===== src/rtl/max_score_tracker_pkg.sv =====
// Shared types and constants for max_score_tracker: configuration values,
// the tracker FSM state enum, the inter-stage candidate payload and the
// candidate-compare helper used by every max stage.
package max_score_tracker_pkg;

  localparam int unsigned NUM_PU             = 4;
  localparam int unsigned NUM_ROWS_PE        = 2;
  localparam int unsigned NUM_COLS_PE        = 2;
  localparam int unsigned SCORE_WIDTH        = 10;
  localparam int unsigned SEQ_LENGTH_W       = 6;
  localparam int unsigned NUM_PE             = NUM_ROWS_PE * NUM_COLS_PE;
  localparam int unsigned TRACKER_PIPE_DEPTH = 3;
  localparam int unsigned DRAIN_CNT_W        = 2;

  typedef enum logic [1:0] {
    ST_IDLE  = 2'd0,
    ST_TRACK = 2'd1,
    ST_DRAIN = 2'd2,
    ST_DONE  = 2'd3
  } tracker_state_t;

  typedef struct packed {
    logic [SCORE_WIDTH-1:0]  score;
    logic [SEQ_LENGTH_W-1:0] row;
    logic [SEQ_LENGTH_W-1:0] col;
    logic                    valid;
  } cand_t;

  // True when candidate a should replace the current best b; equal scores
  // never replace, so the earlier (lower-index) candidate keeps the tie.
  function automatic logic cand_beats(input cand_t a, input cand_t b);
    return a.valid && (!b.valid || (a.score > b.score));
  endfunction

endpackage


===== src/rtl/max_score_tracker_max_cand_select.sv =====
// max_cand_select: combinational N-way maximum over score candidates.
// Invalid candidates are skipped; ties resolve to the lowest index.
// With no valid candidate the result is all-zero (score 0, invalid).
module max_cand_select
  import max_score_tracker_pkg::*;
#(
  parameter int unsigned N = 4
) (
  input  cand_t [N-1:0] cands,
  output cand_t         best_c
);

  // Linear scan from index 0 so the lowest index wins on equal scores
  always_comb begin
    best_c = '0;
    for (int unsigned i = 0; i < N; i++) begin
      if (cand_beats(cands[i], best_c)) begin
        best_c = cands[i];
      end
    end
  end

endmodule


===== src/rtl/max_score_tracker.sv =====
// max_score_tracker: tracks the running maximum PE score of one alignment
// and its matrix coordinates through a 3-deep pipeline
// (input capture -> per-PU max -> cross-PU max -> running-max update).
// Optional feature macro: MAX_SCORE_TRACKER_THRESHOLD_EN adds a sticky
// above_threshold flag against a threshold sampled at start.
module max_score_tracker
  import max_score_tracker_pkg::*;
(
  input  logic                                                            clk,
  input  logic                                                            rst,
  input  logic                                                            start,
  input  logic [NUM_PU-1:0][NUM_ROWS_PE-1:0][NUM_COLS_PE-1:0][SCORE_WIDTH-1:0] scores_in,
  input  logic [NUM_PU-1:0]                                               pu_valid,
  input  logic [NUM_PU-1:0][SEQ_LENGTH_W-1:0]                             pu_row_base,
  input  logic [NUM_PU-1:0][SEQ_LENGTH_W-1:0]                             pu_col_base,
  input  logic                                                            last,
  output logic                                                            busy,
  output logic                                                            result_valid,
  output logic [SCORE_WIDTH-1:0]                                          max_score,
  output logic [SEQ_LENGTH_W-1:0]                                         max_row,
  output logic [SEQ_LENGTH_W-1:0]                                         max_col
`ifdef MAX_SCORE_TRACKER_THRESHOLD_EN
  ,
  input  logic [SCORE_WIDTH-1:0]                                          score_threshold,
  output logic                                                            above_threshold
`endif
);

  localparam logic [DRAIN_CNT_W-1:0] DRAIN_LAST = DRAIN_CNT_W'(TRACKER_PIPE_DEPTH - 1);

  tracker_state_t          state_q, state_d;
  logic [DRAIN_CNT_W-1:0]  drain_cnt_q, drain_cnt_d;
  logic                    busy_d, result_valid_d;
  logic                    sample_c;

  logic [NUM_PU-1:0]                                               in_valid_q;
  logic [NUM_PU-1:0][NUM_ROWS_PE-1:0][NUM_COLS_PE-1:0][SCORE_WIDTH-1:0] in_scores_q;
  logic [NUM_PU-1:0][SEQ_LENGTH_W-1:0]                             in_row_q;
  logic [NUM_PU-1:0][SEQ_LENGTH_W-1:0]                             in_col_q;

  cand_t [NUM_PU-1:0] pu_best_c;
  cand_t [NUM_PU-1:0] s1_q;
  cand_t              all_best_c;
  cand_t              s2_q;
  logic               update_c;

  // Beats are taken only in TRACK; a start in the same cycle discards them
  assign sample_c = (state_q == ST_TRACK) && !start;

  // FSM state register and registered status outputs
  always_ff @(posedge clk or posedge rst) begin
    if (rst) begin
      state_q      <= ST_IDLE;
      drain_cnt_q  <= '0;
      busy         <= 1'b0;
      result_valid <= 1'b0;
    end else begin
      state_q      <= state_d;
      drain_cnt_q  <= drain_cnt_d;
      busy         <= busy_d;
      result_valid <= result_valid_d;
    end
  end

  // Next-state logic; start overrides every state, including a same-cycle last
  always_comb begin
    state_d        = state_q;
    drain_cnt_d    = drain_cnt_q;
    busy_d         = 1'b0;
    result_valid_d = 1'b0;
    case (state_q)
      ST_IDLE: ;
      ST_TRACK: begin
        if (last) begin
          state_d     = ST_DRAIN;
          drain_cnt_d = '0;
        end
      end
      ST_DRAIN: begin
        if (drain_cnt_q == DRAIN_LAST) begin
          state_d = ST_DONE;
        end else begin
          drain_cnt_d = drain_cnt_q + DRAIN_CNT_W'(1);
        end
      end
      ST_DONE: ;
      default: state_d = ST_IDLE;
    endcase
    if (start) begin
      state_d     = ST_TRACK;
      drain_cnt_d = '0;
    end
    busy_d         = (state_d == ST_TRACK) || (state_d == ST_DRAIN);
    result_valid_d = (state_d == ST_DONE);
  end

  // Pipeline stage 0: capture the qualified score beat
  always_ff @(posedge clk or posedge rst) begin
    if (rst) begin
      in_valid_q  <= '0;
      in_scores_q <= '0;
      in_row_q    <= '0;
      in_col_q    <= '0;
    end else begin
      in_valid_q <= sample_c ? pu_valid : '0;
      if (sample_c) begin
        in_scores_q <= scores_in;
        in_row_q    <= pu_row_base;
        in_col_q    <= pu_col_base;
      end
    end
  end

  // Stage 1 combinational: per-PU max over its PE block
  for (genvar p = 0; p < NUM_PU; p++) begin : g_pu
    cand_t [NUM_PE-1:0] pe_cands;
    for (genvar r = 0; r < NUM_ROWS_PE; r++) begin : g_row
      for (genvar c = 0; c < NUM_COLS_PE; c++) begin : g_col
        assign pe_cands[r*NUM_COLS_PE + c] = '{
          score: in_scores_q[p][r][c],
          row:   in_row_q[p] + SEQ_LENGTH_W'(r),
          col:   in_col_q[p] + SEQ_LENGTH_W'(c),
          valid: in_valid_q[p]
        };
      end
    end
    max_cand_select #(.N(NUM_PE)) u_pe_max (
      .cands  (pe_cands),
      .best_c (pu_best_c[p])
    );
  end

  // Stage 2 combinational: max across PU winners
  max_cand_select #(.N(NUM_PU)) u_pu_max (
    .cands  (s1_q),
    .best_c (all_best_c)
  );

  // Stage 1/2 registers; start flushes any in-flight beat
  always_ff @(posedge clk or posedge rst) begin
    if (rst) begin
      s1_q <= '0;
      s2_q <= '0;
    end else if (start) begin
      s1_q <= '0;
      s2_q <= '0;
    end else begin
      s1_q <= pu_best_c;
      s2_q <= all_best_c;
    end
  end

  // Strictly-greater update keeps the earliest occurrence of a value
  assign update_c = s2_q.valid && (s2_q.score > max_score);

  // Stage 3: running maximum and its coordinates
  always_ff @(posedge clk or posedge rst) begin
    if (rst) begin
      max_score <= '0;
      max_row   <= '0;
      max_col   <= '0;
    end else if (start) begin
      max_score <= '0;
      max_row   <= '0;
      max_col   <= '0;
    end else if (update_c) begin
      max_score <= s2_q.score;
      max_row   <= s2_q.row;
      max_col   <= s2_q.col;
    end
  end

`ifdef MAX_SCORE_TRACKER_THRESHOLD_EN
  logic [SCORE_WIDTH-1:0] threshold_q;

  // Sticky flag set on the edge the running max reaches the sampled threshold
  always_ff @(posedge clk or posedge rst) begin
    if (rst) begin
      threshold_q     <= '0;
      above_threshold <= 1'b0;
    end else if (start) begin
      threshold_q     <= score_threshold;
      above_threshold <= 1'b0;
    end else if (update_c && (s2_q.score >= threshold_q)) begin
      above_threshold <= 1'b1;
    end
  end
`endif

endmodule


===== config.mk =====
export PLATFORM = sky130hd
export DESIGN_NAME = max_score_tracker
export DESIGN_NICKNAME = d
export VERILOG_FILES = /design/src/rtl/max_score_tracker_pkg.sv /design/src/rtl/max_score_tracker_max_cand_select.sv /design/src/rtl/max_score_tracker.sv
export SDC_FILE = /design/constraint.sdc
export NUM_CORES = 1
export LEC_CHECK = 0
export ABC_CLOCK_PERIOD_IN_PS = 16059
export BUFFER_PORTS_ARGS = -buffer_cell sky130_fd_sc_hd__buf_2
export CAP_MARGIN = 20
export CELL_PAD_IN_SITES_DETAIL_PLACEMENT = 2
export CELL_PAD_IN_SITES_GLOBAL_PLACEMENT = 2
export CORE_ASPECT_RATIO = 0.9
export CORE_MARGIN = 2
export CORE_UTILIZATION = 38
export CTS_CLUSTER_DIAMETER = 30
export CTS_CLUSTER_SIZE = 20
export DETAILED_ROUTE_END_ITERATION = 7
export GPL_TIMING_DRIVEN = 0
export PLACE_DENSITY_LB_ADDON = 0.25
export SYNTH_ARGS = -nofsm -noshare
export SYNTH_HDL_FRONTEND = slang
export SYNTH_SLANG_ARGS = --single-unit

===== constraint.sdc =====
create_clock -name clk -period 16.06 [get_ports clk]
set_input_delay 3.212 -clock clk [delete_from_list [all_inputs] [get_ports clk]]
set_output_delay 3.212 -clock clk [all_outputs]
set_load 0.01 [all_outputs]

Word level (Yosys, flattened, before mapping)
Index checks and enable logic that the tools add are counted.
{ "word_totals": {"reg_bits": 355, "inputBits": 216, "word_cells": 174} }
{ "op_classes": {"add_sub_neg": 9, "n_lt_le_gt_ge": 16, "n_eq_ne": 8, "n_mux": 37, "n_reduce_logical": 52} }
{ "ops": {"columns": ["operator", "count"], "rows": [
  ["$mux 23", 21],
  ["$gt 10x10->1", 16],
  ["$mux 92", 1],
  ["$add 6x1->6 const B", 8],
  ["$mux 6", 4],
  ["$mux 10", 2],
  ["$logic_and 1x1->1", 17],
  ["$logic_not 1->1", 16],
  ["$logic_or 1x1->1", 16],
  ["$mux 2", 6],
  ["$eq 2x2->1 const B", 4],
  ["$pmux 2 s2", 2],
  ["$ne 3x3->1 const B", 2],
  ["$eq 2x1->1 const B", 2],
  ["$mux 4", 1],
  ["$reduce_and 3->1", 1],
  ["$reduce_bool 3->1", 1],
  ["$add 2x1->2 const B", 1],
  ["$reduce_bool 2->1", 1]
]} }

Logic depth before layout (Yosys ltp)
Gate-level depths: netlist of the first run.
{ "depth": {"depth_word": 14, "mapped_depth": 29, "depth_no_buf": 24} }

Modules after synthesis
Synthesis of the first run repeated with hierarchy kept, for this count alone.
{ "unflattened": {"cells_unflattened": 2081, "area_unflattened_um2": 22175.0} }
{ "modules_own_cells": {"columns": ["mod", "instances", "cells_each", "area_per_inst_um2", "seq_area_each_um2"], "rows": [
  ["max_score_tracker", 1, 945, 13704.4, 8883.5],
  ["max_cand_select at g_pu[1].u_pe_max ...", 3, 236, 1722.9, 0.0],
  ["max_cand_select at g_pu[2].u_pe_max", 1, 214, 1657.8, 0.0],
  ["max_cand_select at g_pu[0].u_pe_max", 1, 214, 1644.1, 0.0]
]} }

Worst setup path before layout of the first run
No wires, ideal clock.
{ "synth_path": {"path_kind": "reg-to-reg", "startpoint": "register s1_q[0] (netlist name)", "endpoint": "register s2_q[21] (netlist name)", "arrival_time_ns": 5.715, "setup_slack_ns": 10.204, "stages_incl_launch_ff": 30, "n_path_buf": 6, "period_less_slack_ns": 5.856, "cell_sequence": "dfrtp_1 -> clkbuf_1 -> buf_1 -> nand2_1 -> ha_1 -> nand4_1 -> o31ai_1 -> nor2_1 -> a21oi_1 -> o21ai_1 -> clkbuf_1 -> a22oi_1 -> inv_1 -> ha_1 -> inv_1 -> a21oi_1 -> o21bai_1 -> o21bai_1 -> a21oi_1 -> clkbuf_1 -> mux2_2 -> ha_1 -> a21o_1 -> a21o_1 -> a221o_1 -> nand2_1 -> a21o_2 -> clkbuf_1 -> buf_2 -> o221ai_1"} }
{ "synth_via": {"elab_chain_cells": 14, "word_cells_on_any_way": 17, "classes_between": "order compare: 3; mux: 5; reduce/logical: 9"} }
{ "synth_lines": {"columns": ["item", "line", "text"], "rows": [
  ["start, declared", "max_score_tracker.sv:42", "cand_t [NUM_PU-1:0] s1_q;"],
  ["start signal, assigned", "max_score_tracker.sv:148", "s1_q <= pu_best_c;"],
  ["$mux 23 (*)", "max_score_tracker_max_cand_select.sv:17", "if (cand_beats(cands[i], best_c)) begin"],
  ["$gt 10x10->1 / $logic_not 1->1 (equally long branches)", "max_score_tracker_pkg.sv:32", "return a.valid && (!b.valid || (a.score > b.score));"],
  ["$logic_or 1x1->1", "max_score_tracker_pkg.sv:32", null],
  ["$logic_and 1x1->1", "max_score_tracker_pkg.sv:32", null],
  ["$mux 23 (*)", "max_score_tracker_max_cand_select.sv:17", null],
  ["$gt 10x10->1 / $logic_not 1->1 (equally long branches)", "max_score_tracker_pkg.sv:32", null],
  ["$logic_or 1x1->1", "max_score_tracker_pkg.sv:32", null],
  ["$logic_and 1x1->1", "max_score_tracker_pkg.sv:32", null],
  ["$mux 23 (*)", "max_score_tracker_max_cand_select.sv:17", null],
  ["$gt 10x10->1 / $logic_not 1->1 (equally long branches)", "max_score_tracker_pkg.sv:32", null],
  ["$logic_or 1x1->1", "max_score_tracker_pkg.sv:32", null],
  ["$logic_and 1x1->1", "max_score_tracker_pkg.sv:32", null],
  ["$mux 23 (*)", "max_score_tracker_max_cand_select.sv:17", null],
  ["$mux 23 (*)", "max_score_tracker.sv:144", "end else if (start) begin"],
  ["end signal, assigned", "max_score_tracker.sv:149", "s2_q <= all_best_c;"],
  ["end, declared", "max_score_tracker.sv:44", "cand_t s2_q;"]
]} }
Mark *: on every way between the ends. The rest lies on a longest branch, timed or not.
A chain may end at the register's enable or synchronous reset.

Final worst setup path of the first run
{ "layout_path": {"startpoint": "register s1_q[0] (netlist name)", "endpoint": "register s2_q[22] (netlist name)"} }
The elaborated chain is that of the path after synthesis.

==> metrics.cfg, run 1 <==
[synth]
netlist_area_um2=19900
seq_area_frac_synth_pct=44.7
synth_warnings=0
synth_top_flop_cell=dfrtp_1
yosys.area_share.adder_pct=10.9
muxShareOfSynthArea_pct=13.9
yosys.area.top_type=dfrtp_1
synth-compound-area-share_pct=14.1
synth_area_leaders=dfrtp_1 45%, mux2_2 11%, ha_1 11%
synth_xor_area_share_pct=0.440
synth.avg_cell_area_um2=10.5
synth_edf_count=0
syn_nets=2280
synth_top_family_by_area=compound AO/OA/AOI/OAI gates
synth_top_area_share_pct=44.7
synth_simple_gate_area_share_pct=12.0
synth_seq_cells=355
synthCells=1891
synth_cell_types=79
synthArstFlopShare_pct=100

[setup_path]
arrival_ps=8830
cp_max_fo=10
end_kind=flop
slowest_stage=a2111oi_0
cp.required_ps=16510
cpMostUsedCell=clkbuf_1
start_kind=flop
crit_type=reg -> reg
max_stage_delay_ps=550

[grt]
gr-total-overflow=0
first_global_vias=19500
antenna_found_initial=0
grtUsageTotal_pct=28.7
grt_pass1_wl_mm=119
grt_max_degree=98

[routing]
drc=0
drt_iter0_markers=836
routed_via_density=5.65
num_vias=16900
first_pass_iters=5
ant_nets=0
avgRoutedWirePerCell_um=25.8
wirelength_mm=77.1

[cts]
post_cts_buffers=0
clk_pin_slew_ps=40
clock_sinks=355
cts_inserted_buffers=90
worstSkewPairLatency_ps=630
cts_tree=built
h-tree-depth=3
hold_buffers=0
cts_resized=0
root_buffer=clkbuf_16
cts.path.max_buffers=3

[timing]
period_needed_ps=8380
slew_viol_final=0
setup_viol=0
slew_headroom_pct=18.6
fin_crit_sh_pct=52.2
max_freq_ghz=0.119
worst_pin_slew_ps=1220
rsz0062_at_grt=false
hold_viol=0
fin_skew_ps=21.3

[final_layout]
drive_gt1_share_pct=29.1
seqCellArea_um2=8880
multi_input_area_um2=10200
final_area_um2=25400
area_delta_synth_final_pct=27.7
fillers=5187
n_antenna_cell=0
fin_nets=2616

[place]
hpwl_mm=54.3
dpl_cell_area_um2=22000
routabilityCongestion=0.848
portBuffers=239

[outcome]
status=complete, no violations

[pwr]
peakVddDrop_uv=98.5
p_per_area_nw_per_um2=212
finalPower_w=0.00539
leakagePower_nw=11.7

[floorplanning]
core_um2=51700
die_h_um=221
die_x_um=245
rows=79
io_pins=240
start_util_pct=38.5
die_area_um2=54200

[flow_run]
drv_cap=0

[hold_path]
hp-class=reg -> reg

[cell families (layout without fill, tap and decap cells)]
group	after synthesis	after routing
AND/OR/NAND/NOR	503	503
XOR/XNOR	10	10
buffers and inverters	196	608
multiplexers	246	246
flip-flops	355	355
AO/OA/AOI/OAI	408	408
adder cells (fa/ha/maj)	173	173
[critical path: cells and delay by family (launching register included)]
family	cells	cell delay (ps)
multiplexers	1	370
AND/OR/NAND/NOR	5	480
buffers and inverters	6	2410
adder cells (fa/ha/maj)	3	950
AO/OA/AOI/OAI	12	3550
flip-flops	1	440
[power by group]
part           internal [W]  switching, W  total, W
Combinational      0.000785       0.00102   0.00181
Clock               0.00139      0.000610   0.00200
Sequential          0.00123      0.000342   0.00158
[cell usage in the layout (no fill, tap or decap), types with 12 or more instances in the layout]
cell,Yosys,routed
clkbuf_1,53,58
a32o_1,19,19
a221o_1,15,15
nor2_1,97,97
ha_1,173,173
clkbuf_16,0,92
inv_1,100,99
bufinv_16,0,18
nor3b_1,18,18
a21oi_1,59,59
and3_1,21,21
nor2b_1,22,22
nand2_1,194,194
buf_2,25,264
nand3_1,58,58
a21o_1,30,30
o21ai_0,145,145
mux2_2,194,194
nor3_1,18,18
clkinv_2,0,15
and2_1,13,13
clkbuf_8,0,12
nand4_1,24,24
a22o_1,19,19
mux2i_1,42,42
dfrtp_1,355,355
[metrics by stage]
stage	hold WS [ps]	cells	utilization [%]	TNS, ps	setup slack [ps]
6_report	510	2991	49.1	0	7680
5_1_grt	524	2991	49.1	0	7140
3_3_place_gp	474	2818	42.4	-324570	-965
3_5_place_dp	496	2822	42.7	0	7820
4_1_cts	511	2990	49.1	0	7750
2_1_floorplan	456	1891	-	0	3000
[sequential cells by signal (all words and copies together), names as in the netlist, 2 cells and up]
register       cells
s2_q              23
in_row_q          24
in_valid_q         4
g_pu.pe_cands    160
state_q            2
s1_q              92
max_score         10
drain_cnt_q        2
max_row            6
in_col_q          24
max_col            6
[per-layer routing]
layer	track usage, %	vias up	part of all wire, %
li1	-	7544	-
met1	35.6	8782	42
met2	49.4	435	50
met3	5.39	139	4.5
met4	10.4	0	3.1
met5	0	-	0
[worst paths after layout]
check                           slack [ps]            startpoint                    to  cells past startpoint
worst max-delay path                  7680               s1_q[0]              s2_q[22]                     27
worst min-delay path                   510  g_pu[0].pe_cands[21]  g_pu[0].pe_cands[21]                      1
worst max register to register        7680               s1_q[0]              s2_q[22]                     27
worst min register to register         510  g_pu[0].pe_cands[21]  g_pu[0].pe_cands[21]                      1
max in group asynchronous            12020                   rst  g_pu[2].pe_cands[59]                      4
min in group asynchronous             2640                   rst           in_row_q[7]                      2
[cell usage after synthesis, types with 6 or more instances]
| master | count |
|---|---|
| and3_1 | 21 |
| nor3b_1 | 18 |
| o211ai_1 | 10 |
| and2_1 | 13 |
| mux2_2 | 194 |
| nor3_1 | 18 |
| clkbuf_1 | 53 |
| inv_1 | 100 |
| nand2_1 | 194 |
| xor2_1 | 6 |
| mux2_4 | 10 |
| nor2b_1 | 22 |
| buf_2 | 25 |
| a221o_1 | 15 |
| o211a_1 | 10 |
| ha_1 | 173 |
| mux2i_1 | 42 |
| or3_1 | 9 |
| nand3_1 | 58 |
| a32o_1 | 19 |
| a21o_1 | 30 |
| o21bai_1 | 6 |
| a211oi_1 | 11 |
| a31oi_1 | 7 |
| o21ai_0 | 145 |
| buf_1 | 11 |
| a22o_1 | 19 |
| dfrtp_1 | 355 |
| o221ai_1 | 11 |
| nand4_1 | 24 |
| a32oi_1 | 9 |
| nor2_1 | 97 |
| a21oi_1 | 59 |
| o21ai_1 | 11 |
[final cells by class]
| type | count | share of cell area (%) |
|---|---|---|
| flip-flops and latches | 355 | 35.0 |
| clock inverters | 59 | 3.36 |
| plain buffers | 95 | 1.65 |
| well taps | 688 | 3.39 |
| clock buffers | 109 | 9.79 |
| repair buffers | 244 | 5.15 |
| multi-input cells | 1340 | 40.2 |
| inverters | 101 | 1.52 |
Power figures use the tool's default switching activity.
==> inputs of run 2 (changes only) <==
--- a/config.mk
+++ b/config.mk
@@ -5,14 +5,15 @@
 export SDC_FILE = /design/constraint.sdc
 export NUM_CORES = 1
 export LEC_CHECK = 0
-export ABC_CLOCK_PERIOD_IN_PS = 16059
+export ABC_AREA = 1
+export ABC_CLOCK_PERIOD_IN_PS = 8470
 export BUFFER_PORTS_ARGS = -buffer_cell sky130_fd_sc_hd__buf_2
 export CAP_MARGIN = 20
 export CELL_PAD_IN_SITES_DETAIL_PLACEMENT = 2
 export CELL_PAD_IN_SITES_GLOBAL_PLACEMENT = 2
 export CORE_ASPECT_RATIO = 0.9
 export CORE_MARGIN = 2
-export CORE_UTILIZATION = 38
+export CORE_UTILIZATION = 37
 export CTS_CLUSTER_DIAMETER = 30
 export CTS_CLUSTER_SIZE = 20
 export DETAILED_ROUTE_END_ITERATION = 7
==> constraint.sdc (replaced) <==
create_clock -name clk -period 8.47 [get_ports clk]
set_input_delay 1.694 -clock clk [delete_from_list [all_inputs] [get_ports clk]]
set_output_delay 1.694 -clock clk [all_outputs]
set_load 0.01 [all_outputs]
==> run 2 against run 1 <==
Clock power rose by 94%. Core utilization decreased by 1.2 points. Non-clock buffer count up 4. Synthesized cell count is 24% higher. Sequential cell count stayed put. Global-route usage up 0.22 points. Largest cell class unchanged. Count of clock-buffer cells in the layout increased by 20. Critical path depth is 3 higher. Register-to-register slack worse by 5600 ps. Synthesized area is 5.0% higher. Maximum frequency increased by 32%.
==> metrics.cfg, run 2 <==
[floorplanning]
die_x_um=254
io_pins=240
die_h_um=229
start_util_pct=37.5
rows=82
core_um2=55700
die_area_um2=58300

[cts]
root_buffer=clkbuf_16
cts_resized=0
clock_sinks=355
worstSkewPairLatency_ps=640
post_cts_buffers=0
h-tree-depth=3
hold_buffers=0
cts_inserted_buffers=98
cts_tree=built
clk_pin_slew_ps=50
cts.path.max_buffers=3

[synth]
synth_top_flop_cell=dfrtp_1
yosysMostFrequentCell=nand2_1
synthTopCellsByCount=453 x nand2_1, 355 x dfrtp_1, 246 x nand3_1
synth_xor_area_share_pct=1.30
synthCells=2349
seq_area_frac_synth_pct=42.6
syn_nets=2738
synth-compound-area-share_pct=7.53
synth_cell_types=45
muxShareOfSynthArea_pct=9.06
yosys.area.top_type=dfrtp_1
synthArstFlopShare_pct=100
synth_simple_gate_area_share_pct=22.0
synth_seq_cells=355
synth_top_family_by_area=simple AND/OR/NAND/NOR gates
synth_top_area_share_pct=42.6
synth_edf_count=0
yosys.area_share.adder_pct=10.4
synth_warnings=0
synth.avg_cell_area_um2=8.89
synth_area_leaders=dfrtp_1 43%, ha_1 10%, mux2_2 8.3%
netlist_area_um2=20900

[grt]
grt_pass1_wl_mm=128
antenna_found_initial=7
first_global_vias=21700
grtUsageTotal_pct=28.9
gr-total-overflow=0
grt_max_degree=43

[setup_path]
cp.required_ps=8990
slowest_stage=buf_1
arrival_ps=6870
path_delay_family=simple AND/OR/NAND/NOR gates
cp_max_fo=10
crit_type=reg -> reg
reg2reg_from=in_valid_q[3]
crit_buf_inv=6
r2r_setup_slack_ps=2120
end_kind=flop
start_kind=flop
cpMostUsedCell=nand2_1
crit_path_start=in_valid_q[3]
ff2ff_path_depth=30
max_stage_delay_ps=500
r2r-end=s1_q[87]

[final_layout]
area_delta_synth_final_pct=27.8
final_common_cell=nand2_1
seqCellArea_um2=8880
largest_reg_flops=160
fin_nets=3085
fillers=5966
drive_gt1_share_pct=25.6
finalNonFillerCells=3535
final_area_um2=26700
multi_input_area_um2=10500
layout_common_cells=453 x nand2_1, 355 x dfrtp_1, 277 x buf_2, 246 x nand3_1, 238 x inv_1

[timing]
period_needed_ps=6350
whs_ps=500
fin_skew_ps=34.2
fin_crit_sh_pct=75.0
hold_viol=0
fin_setup_tns_ps=0
max_freq_ghz=0.157
slew_viol_final=0
worst_pin_slew_ps=954
slew_headroom_pct=36.4
rsz0062_at_grt=false
setup_viol=0

[pwr]
leakagePower_nw=13.5
finalPower_w=0.0111
peakVddDrop_uv=173
p_per_area_nw_per_um2=417

[routing]
drt_iter0_markers=957
ant_nets=0
avgRoutedWirePerCell_um=23.3
drc=0
first_pass_iters=5
wirelength_mm=82.4
num_vias=18700
routed_via_density=5.28

[hold_path]
min-delay-start=g_pu[2].pe_cands[16]
min_to=g_pu[2].pe_cands[16]
hp-class=reg -> reg
hold-path-cell-count=1

[place]
hpwl_mm=59.2
portBuffers=238
dpl_cell_area_um2=23200
dp.cells=3352
routabilityCongestion=0.851

[flow_run]
drv_cap=0

[outcome]
status=complete, no violations

==> run 2: cell types whose count changed after synthesis, moves of 21 or more <==
cell      before  now
a21o_1        30    0
and3_1        21    0
nand2_1      194  453
nor2b_1       22    0
a21oi_1       59  145
nand2_2        0   27
mux2_2       194  153
mux2i_1       42    0
o21ai_0      145   76
nand3b_1       3   33
nand3_1       58  246
and2_1        13   45
inv_1        100  239
clkbuf_1      53   21
==> run 2: cell type report <==
| cell class | count | share of cell area [%] |
|---|---|---|
| multi-input cells | 1648 | 39.3 |
| flip-flops and latches | 355 | 33.3 |
| clock buffers | 129 | 10.4 |
| repair buffers | 247 | 5.14 |
| well taps | 756 | 3.54 |
| inverters | 250 | 3.53 |
| clock inverters | 49 | 2.60 |
| plain buffers | 96 | 2.12 |
| diodes | 5 | 0.0469 |
==> run 2: worst max-delay path by stage <==
| stage | endpoint | slack (ps) | depth (start not counted) |
|---|---|---|---|
| floorplan | busy | 2020 | 1 |
| global placement | g_pu[0].pe_cands[41] | -90 | 2 |
| detailed placement | s2_q[7] | 2440 | 37 |
| CTS | s1_q[87] | 2200 | 30 |
| global route | s1_q[84] | 1720 | 32 |
| finish | s1_q[87] | 2120 | 30 |
==> run 2: through the flow <==
stage / utilization (%) / setup slack [ps]
6_report: 47.9 / 2120
5_1_grt: 47.9 / 1720
4_1_cts: 47.9 / 2200
3_5_place_dp: 41.6 / 2440
3_3_place_gp: 41.3 / -85.5
2_1_floorplan: - / 2020
==> run 2: kinds of logic after synthesis <==
kind of cell | after synthesis
simple gates | 988
flops | 355
buf+inv | 346
compound gates | 288
fa+ha+maj | 173
mux | 168
xor+xnor | 31
==> run 2: metal layers <==
layer / share of wire (%) / wire length, um / track usage (%) / vias to the layer above
li1: - / - / - / 8532
met1: 42 / 34600 / 35.3 / 9599
met2: 51 / 42100 / 51.0 / 397
met3: 3.6 / 2990 / 4.49 / 150
met4: 3.4 / 2780 / 10.7 / 0
met5: 0 / 0 / 0 / -
==> run 2: where the power goes <==
group / leakage (nW) / switching, W / internal [W]
clock network: 1.68 / 0.00118 / 0.00271
logic: 7.43 / 0.00252 / 0.00167
registers: 4.41 / 0.000661 / 0.00239
==> inputs of run 3 (changes only) <==
--- a/config.mk
+++ b/config.mk
@@ -5,15 +5,15 @@
 export SDC_FILE = /design/constraint.sdc
 export NUM_CORES = 1
 export LEC_CHECK = 0
-export ABC_AREA = 1
-export ABC_CLOCK_PERIOD_IN_PS = 8470
+export ABC_AREA = 0
+export ABC_CLOCK_PERIOD_IN_PS = 6000
 export BUFFER_PORTS_ARGS = -buffer_cell sky130_fd_sc_hd__buf_2
 export CAP_MARGIN = 20
 export CELL_PAD_IN_SITES_DETAIL_PLACEMENT = 2
 export CELL_PAD_IN_SITES_GLOBAL_PLACEMENT = 2
 export CORE_ASPECT_RATIO = 0.9
 export CORE_MARGIN = 2
-export CORE_UTILIZATION = 37
+export CORE_UTILIZATION = 38
 export CTS_CLUSTER_DIAMETER = 30
 export CTS_CLUSTER_SIZE = 20
 export DETAILED_ROUTE_END_ITERATION = 7
==> constraint.sdc (replaced) <==
create_clock -name clk -period 6 [get_ports clk]
set_input_delay 1.2 -clock clk [delete_from_list [all_inputs] [get_ports clk]]
set_output_delay 1.2 -clock clk [all_outputs]
set_load 0.01 [all_outputs]
==> run 3 against run 2 <==
The run now ends with negative setup slack left. Global-route usage rose by 2.9 points. Final cell count fell by 12%. Largest cell class unchanged. Via count rose by 9.9%.
==> metrics.cfg, run 3 (synthesis gave the netlist of run 1 again) <==
[outcome]
status=finished, violations left
failed_checks=negative setup slack

[routing]
drt_iter0_markers=1798
ant_nets=0
drc=0
routed_via_density=6.61
wirelength_mm=122
num_vias=20500
first_pass_iters=8
avgRoutedWirePerCell_um=39.2

[cts]
cts.path.max_buffers=3
cts_inserted_buffers=93
root_buffer=clkbuf_16
cts_tree=built
hold_buffers=0
clk_pin_slew_ps=50
clock_sinks=355
worstSkewPairLatency_ps=650
h-tree-depth=3

[place]
routabilityCongestion=0.860
hpwl_mm=54.8
portBuffers=239
detailedPlace.worstSlack_ps=-2180

[timing]
slew_headroom_pct=1.55
setup_slack_ps=-939
fin_skew_ps=34.0
rsz0062_at_grt=true
period_needed_ps=6940
worst_pin_slew_ps=1480
fin_crit_sh_pct=116
max_freq_ghz=0.144
slew_viol_final=0
hold_viol=0
fin_setup_tns_ps=-60020
setup_viol=110

[flow_run]
drv_cap=0

[pwr]
peakVddDrop_uv=333
leakagePower_nw=12.7
p_per_area_nw_per_um2=626

[floorplanning]
core_um2=51700
die_h_um=221
rows=79
die_x_um=245
start_util_pct=38.5
io_pins=240
die_area_um2=54200

[setup_path]
crit_type=reg -> reg
cp_max_fo=10
ff2ff_path_depth=29
start_kind=flop
cpMostUsedCell=ha_4
end_kind=flop
max_stage_delay_ps=660
path_delay_family=compound AO/OA/AOI/OAI gates
arrival_ps=7500
slowest_stage=nor3b_1
cp.required_ps=6560
path_depth=29
crit_buf_inv=7

[hold_path]
hp-class=reg -> reg
hold-path-cell-count=2

[grt]
grtUsageTotal_pct=31.8
gr-total-overflow=0
antenna_found_initial=5
first_global_vias=20900
grt_pass1_wl_mm=131
grt_max_degree=44

[final_layout]
area_delta_synth_final_pct=43.8
layout_common_cells=351 x dfrtp_1, 253 x buf_2, 184 x mux2_2, 162 x nand2_1, 126 x o21ai_0
final_common_cell=dfrtp_1
fin_nets=2726
largest_reg_flops=160
drive_gt1_share_pct=41.4

run 3: changes by cell type in the layout (fill, tap and decap cells not counted), sizes merged, moves of 25 or more:
cell and delta:
a21o +31, a21oi -85, and2 -31, buf +72
inv -151, mux2 +36, mux2i +42, nand2 -293
nand3 -201, nand3b -30, nor2 -25, o21ai +60
run 3: worst register-to-register path: cells and delay by family, from the launching register on:
kind,cells,cell delay [ps]
AOI/OAI and AO/OA,12,2800
adders and majority gates,3,700
and+or+nand+nor,6,1420
muxes,1,350
DFF,1,440
buffers and inverters,7,1150
run 3: through the flow:
stage               cell area (um^2)  hold WS, ps  std cells  util, %  total power [W]
floorplan                      19900          456       1891        -          0.00710
global placement               21900          474       2818     42.5          0.00841
detailed placement             22100          487       2828     42.8          0.00884
CTS                            26500          498       3032     51.2           0.0150
global route                   28600          533       3104     55.3           0.0182
finish                         28600          498       3105     55.3           0.0179
run 3: worst paths after layout:
path / start / endpoint / slack, ps
max: s1_q[0] / s2_q[11] / -940
min: s2_q[3] / max_col[2] / 500
max reg2reg: s1_q[0] / s2_q[11] / -940
min reg2reg: s2_q[3] / max_col[2] / 500
max in group asynchronous: rst / in_valid_q[2] / 4210
min in group asynchronous: rst / g_pu[1].pe_cands[61] / 540
run 3: layout make-up:
class	count	area [um^2]
Fill cell	4865	23100
Multi-Input combinational cell	1342	12000
Sequential cell	355	8890
Clock buffer	120	2570
Timing Repair Buffer	352	2410
Tap cell	688	861
Clock inverter	47	731
Buffer	92	699
Inverter	101	383
Antenna cell	8	20.0
run 3: where the power goes:
part | leakage, nW | total [W] | internal (W) | switching [W]
combinational | 6.62 | 0.00769 | 0.00322 | 0.00446
sequential | 4.47 | 0.00466 | 0.00330 | 0.00136
clock | 1.60 | 0.00556 | 0.00377 | 0.00179
run 3: per-layer routing:
metal | up-vias | share of wire, % | wire, um | track usage, %
li1 | 7789 | - | - | -
met4 | 4 | 8.7 | 10600 | 14.0
met5 | - | 0.019 | 23 | 0
met3 | 689 | 8.0 | 9690 | 5.13
met1 | 10500 | 36 | 43400 | 38.0
met2 | 1489 | 48 | 58100 | 56.2
run 3: timing repair:
action | in CTS | in global routing
gates resized for setup | 155 | 269
cloned | 6 | 10
pin swaps | 20 | 60
setup buffers | 32 | 56
setup endpoints to repair | 110 | 110
